File: src/rtl/wave_meas_ctrl.sv
// Measurement sequencer for the zero-crossing wave analyzer.
// Ports: clk/rst_n; start/cont/abort control; freq_in/amp_in from
// analyzer; ana_clr to analyzer; busy, res_valid, res_freq, res_amp,
// timeout to display/lookup logic.
module wave_meas_ctrl #(
  parameter int CLR_CYC     = 4,
  parameter int STABLE_CYC  = 64,
  parameter int TIMEOUT_CYC = 4000000,
  parameter int AVG_LOG2    = 2
) (
  input  logic        clk,
  input  logic        rst_n,
  input  logic        start,
  input  logic        cont,
  input  logic        abort,
  input  logic [21:0] freq_in,
  input  logic [11:0] amp_in,
  output logic        ana_clr,
  output logic        busy,
  output logic        res_valid,
  output logic [21:0] res_freq,
  output logic [11:0] res_amp,
  output logic        timeout
);

  localparam int CLW = $clog2(CLR_CYC + 1);
  localparam int CW  = $clog2(TIMEOUT_CYC + 1);
  localparam int SW  = $clog2(STABLE_CYC);
  localparam int MW  = AVG_LOG2 + 1;
  localparam int FAW = 22 + AVG_LOG2;
  localparam int AAW = 12 + AVG_LOG2;

  localparam logic [CLW-1:0] CLR_LAST = CLW'(CLR_CYC - 1);
  localparam logic [CW-1:0]  CYC_LAST = CW'(TIMEOUT_CYC - 1);
  localparam logic [SW-1:0]  STB_LAST = SW'(STABLE_CYC - 1);
  localparam logic [MW-1:0]  MEAS_N   = MW'(2 ** AVG_LOG2);

  typedef enum logic [2:0] {
    S_IDLE,
    S_CLEAR,
    S_RUN,
    S_CAPTURE,
    S_DONE
  } state_t;

  state_t          state;
  logic [CLW-1:0]  clr_cnt;
  logic [CW-1:0]   cyc_cnt;
  logic [SW-1:0]   stb_cnt;
  logic [MW-1:0]   meas_cnt;
  logic [21:0]     prev_freq;
  logic [FAW-1:0]  freq_acc;
  logic [AAW-1:0]  amp_acc;

  logic [SW-1:0]   stb_cur;
  logic            stable_hit;
  logic            tmo_hit;
  logic [FAW-1:0]  f_sum;
  logic [AAW-1:0]  a_sum;
  logic [MW-1:0]   meas_nxt;
  logic            last_meas;

  // The first RUN cycle always counts as a fresh value: prev_freq then
  // still holds a sample taken while the analyzer was being cleared.
  always_comb begin
    stb_cur = '0;
    if (cyc_cnt != '0 && freq_in == prev_freq && freq_in != '0)
      stb_cur = stb_cnt + SW'(1);
    stable_hit = (stb_cur == STB_LAST);
    tmo_hit    = (cyc_cnt == CYC_LAST);
    f_sum      = freq_acc + FAW'(freq_in);
    a_sum      = amp_acc + AAW'(amp_in);
    meas_nxt   = meas_cnt + MW'(1);
    last_meas  = (meas_nxt == MEAS_N);
  end

  always_ff @(posedge clk or negedge rst_n) begin
    if (!rst_n) begin
      state     <= S_IDLE;
      clr_cnt   <= '0;
      cyc_cnt   <= '0;
      stb_cnt   <= '0;
      meas_cnt  <= '0;
      prev_freq <= '0;
      freq_acc  <= '0;
      amp_acc   <= '0;
      ana_clr   <= 1'b0;
      busy      <= 1'b0;
      res_valid <= 1'b0;
      res_freq  <= '0;
      res_amp   <= '0;
      timeout   <= 1'b0;
    end else begin
      prev_freq <= freq_in;
      res_valid <= 1'b0;
      if (abort) begin
        state    <= S_IDLE;
        ana_clr  <= 1'b0;
        busy     <= 1'b0;
        freq_acc <= '0;
        amp_acc  <= '0;
        meas_cnt <= '0;
      end else begin
        unique case (state)
          S_IDLE: begin
            if (start) begin
              state    <= S_CLEAR;
              ana_clr  <= 1'b1;
              busy     <= 1'b1;
              timeout  <= 1'b0;
              freq_acc <= '0;
              amp_acc  <= '0;
              meas_cnt <= '0;
              clr_cnt  <= '0;
            end
          end
          S_CLEAR: begin
            if (clr_cnt == CLR_LAST) begin
              state   <= S_RUN;
              ana_clr <= 1'b0;
              cyc_cnt <= '0;
              stb_cnt <= '0;
            end else begin
              clr_cnt <= clr_cnt + CLW'(1);
            end
          end
          S_RUN: begin
            cyc_cnt <= cyc_cnt + CW'(1);
            stb_cnt <= stb_cur;
            if (stable_hit) begin
              state <= S_CAPTURE;
            end else if (tmo_hit) begin
              state   <= S_IDLE;
              busy    <= 1'b0;
              timeout <= 1'b1;
            end
          end
          S_CAPTURE: begin
            freq_acc <= f_sum;
            amp_acc  <= a_sum;
            meas_cnt <= meas_nxt;
            if (last_meas) begin
              state     <= S_DONE;
              res_valid <= 1'b1;
              res_freq  <= 22'(f_sum >> AVG_LOG2);
              res_amp   <= 12'(a_sum >> AVG_LOG2);
            end else begin
              state   <= S_CLEAR;
              ana_clr <= 1'b1;
              clr_cnt <= '0;
            end
          end
          S_DONE: begin
            if (cont) begin
              state    <= S_CLEAR;
              ana_clr  <= 1'b1;
              clr_cnt  <= '0;
              freq_acc <= '0;
              amp_acc  <= '0;
              meas_cnt <= '0;
            end else begin
              state <= S_IDLE;
              busy  <= 1'b0;
            end
          end
          default: state <= S_IDLE;
        endcase
      end
    end
  end

endmodule
File: config.mk
export PLATFORM = sky130hd
export DESIGN_NAME = wave_meas_ctrl
export DESIGN_NICKNAME = d
export VERILOG_FILES = /design/src/rtl/wave_meas_ctrl.sv
export SDC_FILE = /design/constraint.sdc
export NUM_CORES = 1
export LEC_CHECK = 0
export CAP_MARGIN = 20
export CORE_ASPECT_RATIO = 1.2
export CORE_MARGIN = 2
export CORE_UTILIZATION = 45
export DETAILED_ROUTE_END_ITERATION = 12
export PLACE_DENSITY = 0.69
export SYNTH_ARGS = -nofsm -noshare
export SYNTH_HDL_FRONTEND = slang
export SYNTH_SLANG_ARGS = --single-unit
File: constraint.sdc
create_clock -name clk -period 2.75 [get_ports clk]
set_input_delay 0.275 -clock clk [delete_from_list [all_inputs] [get_ports clk]]
set_output_delay 0.275 -clock clk [all_outputs]
set_load 0.02 [all_outputs]
# --- Word-level counts from Yosys, hierarchy flattened ---
# Cells that the tools add are included.
op_classes:
  n_addsub: 6
  eq_ne: 24
  mux: 46
  bitwise_logic: 1
  reduce_logical: 19
ops:
  columns: ["op", "count"]
  rows:
  - ["2-to-1 mux 24 bit", 3]
  - ["case mux 24 bit (3 select lines)", 1]
  - ["case mux 22 bit (2 select lines)", 1]
  - ["nonzero test 22 bit", 2]
  - ["2-to-1 mux 14 bit", 3]
  - ["case mux 14 bit (3 select lines)", 1]
  - ["2-to-1 mux 3 bit", 11]
  - ["adder 24 x 22 -> 24 bit", 1]
  - ["adder 22 x 1 -> 22 bit (second input constant)", 1]
  - ["== test 22 bit", 1]
  - ["== test 22 bit (second input constant)", 1]
  - ["2-to-1 mux 22 bit", 1]
  - ["inequality test 3 bit (second input constant)", 7]
  - ["2-to-1 mux 1 bit", 16]
  - ["case mux 3 bit (5 select lines)", 1]
  - ["AND reduction 5 bit", 3]
  - ["adder 14 x 12 -> 14 bit", 1]
  - ["inequality test 2 bit (second input constant)", 7]
  - ["2-to-1 mux 6 bit", 2]
  - ["case mux 3 bit (4 select lines)", 1]
  - ["case mux 6 bit (2 select lines)", 1]
  - ["AND reduction 3 bit", 4]
  - ["nonzero test 4 bit", 3]
  - ["== test 3 x 2 -> 1 bit (second input constant)", 3]
  - ["16 further kinds", 20]
totals:
  reg_bits: 135
  inputBits: 39

# --- Longest topological paths before layout ---
depth:
  word_depth: 8
  depth_mapped: 11

# --- Worst setup path before layout ---
# Ideal clock, no wire load.
synth_timing:
  kind: "register to register"
  startpoint: "register freq_acc[0]"
  endpoint: "register res_freq[14]"
  arrival_time_ns: 2.630
  required_time_ns: 2.625
  slack_ns: -0.005
  path_stages_with_launch: 12
  path_buffers: 0
  synth_period_minus_slack_ns: 2.755
  path_cell_list: "dfrtp_1 > ha_1 > inv_1 > fa_1 > nor2b_4 > o31a_1 > or4_4 > a31o_4 > a211o_1 > a31oi_1 > xnor2_1 > mux2_4"
synth_via:
  elab_chain_cells: 1
synth_lines:
  columns: ["element", "line_no", "text"]
  rows:
  - ["start, declared", "52", "logic [FAW-1:0] freq_acc;"]
  - ["start signal, assigned", "139", "freq_acc <= f_sum;"]
  - ["adder 24 x 22 -> 24 bit", "71", "f_sum = freq_acc + FAW'(freq_in);"]
  - ["end signal, assigned", "145", "res_freq <= 22'(f_sum >> AVG_LOG2);"]
  - ["end, declared", "21", "output logic [21:0] res_freq,"]
# Every way passes these cells.
# A chain may end at the register's enable or synchronous reset.

# --- Worst setup path after layout ---
# Same ends and word-level chain as after synthesis.

==> flow_summary_export.csv <==
group,metric,value,unit
logic_synthesis,synth_edf_count,0,
critical_path,cp_max_fo,4,
power_and_ir_drop,powerDensity,545.2,mW/mm²
clocking,clk_path_buf_depth,2,
timing,worst_pin_slew,614.9,ps
clocking,cts_tree,"built",
timing,final-setup-viol-count,1,
clocking,cts-buffers-inserted,17,
die,ios,77,
timing,skew,8.966,ps
die,fp.dieW,120.9,µm
critical_path,arrival,3080,ps
route,routed_wl,18.05,mm
timing,finalCritPeriodShare,101.0,%
logic_synthesis,async_reset_ff_share,100.0,%
logic_synthesis,synthXorXnorAreaFrac,8.551,%
logic_synthesis,syn_avg_cell_area,9.885,µm²
power_and_ir_drop,switching_share,27.79,%
logic_synthesis,synth_compound_area_share,15.90,%
layout,syn2layout_area_growth,31.47,%
logic_synthesis,synth_top_family_by_area,"simple AND/OR/NAND/NOR gates",
route,drc,0,
route,drtPass1Iterations,7,
flow_run,cap_violations,0,
timing,slew_headroom,58.63,%
logic_synthesis,synth_area_leaders,"dfrtp_1 (46%), ha_1 (7.0%), xor2_1 (5.3%), nand2_1 (4.9%), a22o_1 (3.6%)",
timing,slew_violations,0,
logic_synthesis,yosys_most_used_dff,"dfrtp_1",
logic_synthesis,syn_nets,828,
power_and_ir_drop,finalPower,5.286,mW
layout,drive_gt1_share,17.91,%
die,die-area,0.01743,mm²
layout,diodes,0,
layout,final_cells,1139,
outcome,violations,"setup timing",
logic_synthesis,synth_top_area_share,45.81,%
die,chipHeight,144.2,µm
logic_synthesis,yosysSeqAreaShare,45.81,%
placement,dp.cells,1104,
placement,place_congestion,0.8751,
power_and_ir_drop,clkPwrFrac,39.7,%
power_and_ir_drop,combPwrFrac,19.3,%
die,row_count,51,
grt,grt_max_degree,53,
layout,final_cell_mix,"dfrtp_1 (135), nand2_1 (96), buf_4 (92), clkdlybuf4s50_1 (75), nor2_1 (55)",
timing,rsz0062_at_grt,"yes",
route,vias,6067,
critical_path,crit_type,"flip-flop to flip-flop",
outcome,status,"finished with violations",
grt,grt_use_total,21.92,%
critical_path,crit_family,"compound AO/OA/AOI/OAI gates",
power_and_ir_drop,power_report.internal_total,3.817,mW
critical_path,critPathCaptureType,"flip-flop",
logic_synthesis,netlist_instances,746,
timing,timing.final.ws_setup,-26.89,ps
timing,fmax,360.1,MHz
logic_synthesis,synthMuxAreaShare,2.426,%
critical_path,start_kind,"flip-flop",
logic_synthesis,synth.largest_area_cell,"dfrtp_1",
placement,io_buffer_count,76,
power_and_ir_drop,p_seq_share,41.0,%
worst_hold_path,min_path_type,"primary input to async pin",
grt,grt_pass1_wl,29.91,mm
layout,fill_cells,1408,
timing,hold_slack,353.2,ps
power_and_ir_drop,p_sw,1.469,mW
logic_synthesis,ys_ff_latch,135,
critical_path,crit_buf_inv,1,
route,drtAntennaViolNets,0,
power_and_ir_drop,leakagePower,4.646,nW
critical_path,cp.required,3060,ps
timing,period_minus_slack,2777,ps
layout,final_nets,998,
clocking,clkSinkCount,135,
route,wl_per_cell,15.85,µm
die,initial_core_util,45.68,%
logic_synthesis,ys_warn_count,0,
grt,overflow,0,
critical_path,cp_cell_sequence,"ha_2, inv_2, fa_2, nor2b_4, o31a_1, or4_4, a31o_4, a211o_1, a31oi_1, xnor2_1, mux2_4",
logic_synthesis,synthAdderAreaFrac,7.499,%
clocking,cts_root_buffer,"clkbuf_16",
placement,dp_worst_setup_slack,-500.6,ps
critical_path,slowest_delay,430,ps
grt,grt_pass1_vias,6157,
clocking,ctsHtreeMaxLevel,4,
critical_path,cp_slowest_cell,"or4_4",
die,core,0.01614,mm²
clocking,clk_latency,420,ps
timing,final_hold_viol_count,0,
route,vias_per_cell,5.327,
logic_synthesis,synth-simple-area-share,17.27,%
layout,layout_commonest_cell,"dfrtp_1",
clocking,clk_pin_slew,60,ps
grt,antenna_found_initial,0,
placement,place_hpwl,12.90,mm
route,drt-initial-drc-count,350,
logic_synthesis,synth_cell_types,65,
power_and_ir_drop,vdd.ir_drop.worst,0.4045,mV
logic_synthesis,synthesis.area,0.007375,mm²
-- worst paths after layout --
path	start	end	slack [ps]	cells after the start
hold reg to reg	res_freq[4]	res_freq[4]	480	2
max in group asynchronous	rst_n	res_freq[0]	1740	3
setup / recovery	freq_acc[0]	res_freq[14]	-30	11
hold / removal	rst_n	prev_freq[15]	350	2
min in group clk	freq_in[7]	prev_freq[7]	440	1
setup reg to reg	freq_acc[0]	res_freq[14]	-30	11
-- routing by layer --
metal | track usage (%) | vias to the layer above | part of all wire [%]
met2 | 37.88 | 110 | 50
met4 | 9.914 | 0 | 2.6
met5 | 0 | - | 0
met1 | 27.16 | 2931 | 45
li1 | - | 2995 | -
met3 | 3.155 | 31 | 2.9
-- power by group through the flow --
| stage | Combinational, mW | Clock, mW | Sequential [mW] |
|---|---|---|---|
| CTS | 1.00 | 2.15 | 2.17 |
| global placement | 0.980 | 0 | 2.19 |
| finish | 1.02 | 2.10 | 2.17 |
| global route | 1.14 | 2.23 | 2.18 |
| detailed placement | 0.993 | 0 | 2.20 |
| floorplan | 0.556 | 0 | 2.20 |
-- Yosys cell counts (19+ instances only) --
| library cell | instances |
|---|---|
| o21ai_0 | 43 |
| nor2_1 | 57 |
| nand3_1 | 20 |
| clkbuf_1 | 19 |
| a21oi_1 | 34 |
| dfrtp_1 | 135 |
| a22o_1 | 30 |
| inv_1 | 27 |
| xor2_1 | 45 |
| ha_1 | 41 |
| nand2_1 | 96 |
| xnor2_1 | 27 |
| nor4_1 | 19 |
-- per-stage QoR --
step	cell area [µm²]	TNS [ps]	util [%]
5_1_grt	9696	-666.4	60.06
6_report	9696	-26.89	60.06
4_1_cts	9630	-16.29	59.65
3_3_place_gp	9059	-7402	56.11
3_5_place_dp	9059	-8725	56.11
2_1_floorplan	7377	0	-
-- kinds of logic (layout without fill, tap and decap cells) --
family / count (synthesis) / after routing
mux: 16 / 16
buf+inv: 48 / 229
xor+xnor: 72 / 72
flops: 135 / 135
simple gates: 262 / 262
fa+ha+maj: 43 / 43
compound gates: 170 / 170
-- registers in the layout (all words and copies together) (netlist names), 6 cells and up --
register	count
stb_cnt	6
amp_acc	14
freq_acc	24
res_freq	22
res_amp	12
prev_freq	22
cyc_cnt	22
-- area by class of cell --
| cell class | instances | area (µm²) | share of cell area, % |
|---|---|---|---|
| inverters | 27 | 101.3 | 1.045 |
| clock buffers | 20 | 456.7 | 4.710 |
| flip-flops and latches | 135 | 3378 | 34.84 |
| multi-input cells | 563 | 3890 | 40.12 |
| repair buffers | 172 | 1523 | 15.71 |
| clock inverters | 10 | 81.33 | 0.8388 |
| well taps | 212 | 265.3 | 2.736 |
-- worst reg2reg max path, cell delays in order, from the launching register on --
cell     delay (ps)
dfrtp_1         380
ha_2            180
inv_2            50
fa_2            220
nor2b_4          50
o31a_1          250
or4_4           430
a31o_4          260
a211o_1         290
a31oi_1         180
xnor2_1         110
mux2_4          260
-- what timing repair did --
action,4_1_cts,5_1_grt
setup buffers,2,2
hold endpoints to repair,39,0
hold buffers,1,0
gates resized for setup,4,10
cloned,0,0
endpoints found under the setup margin,6,18
pin swaps,1,4
(Power assumes the default switching activity.)
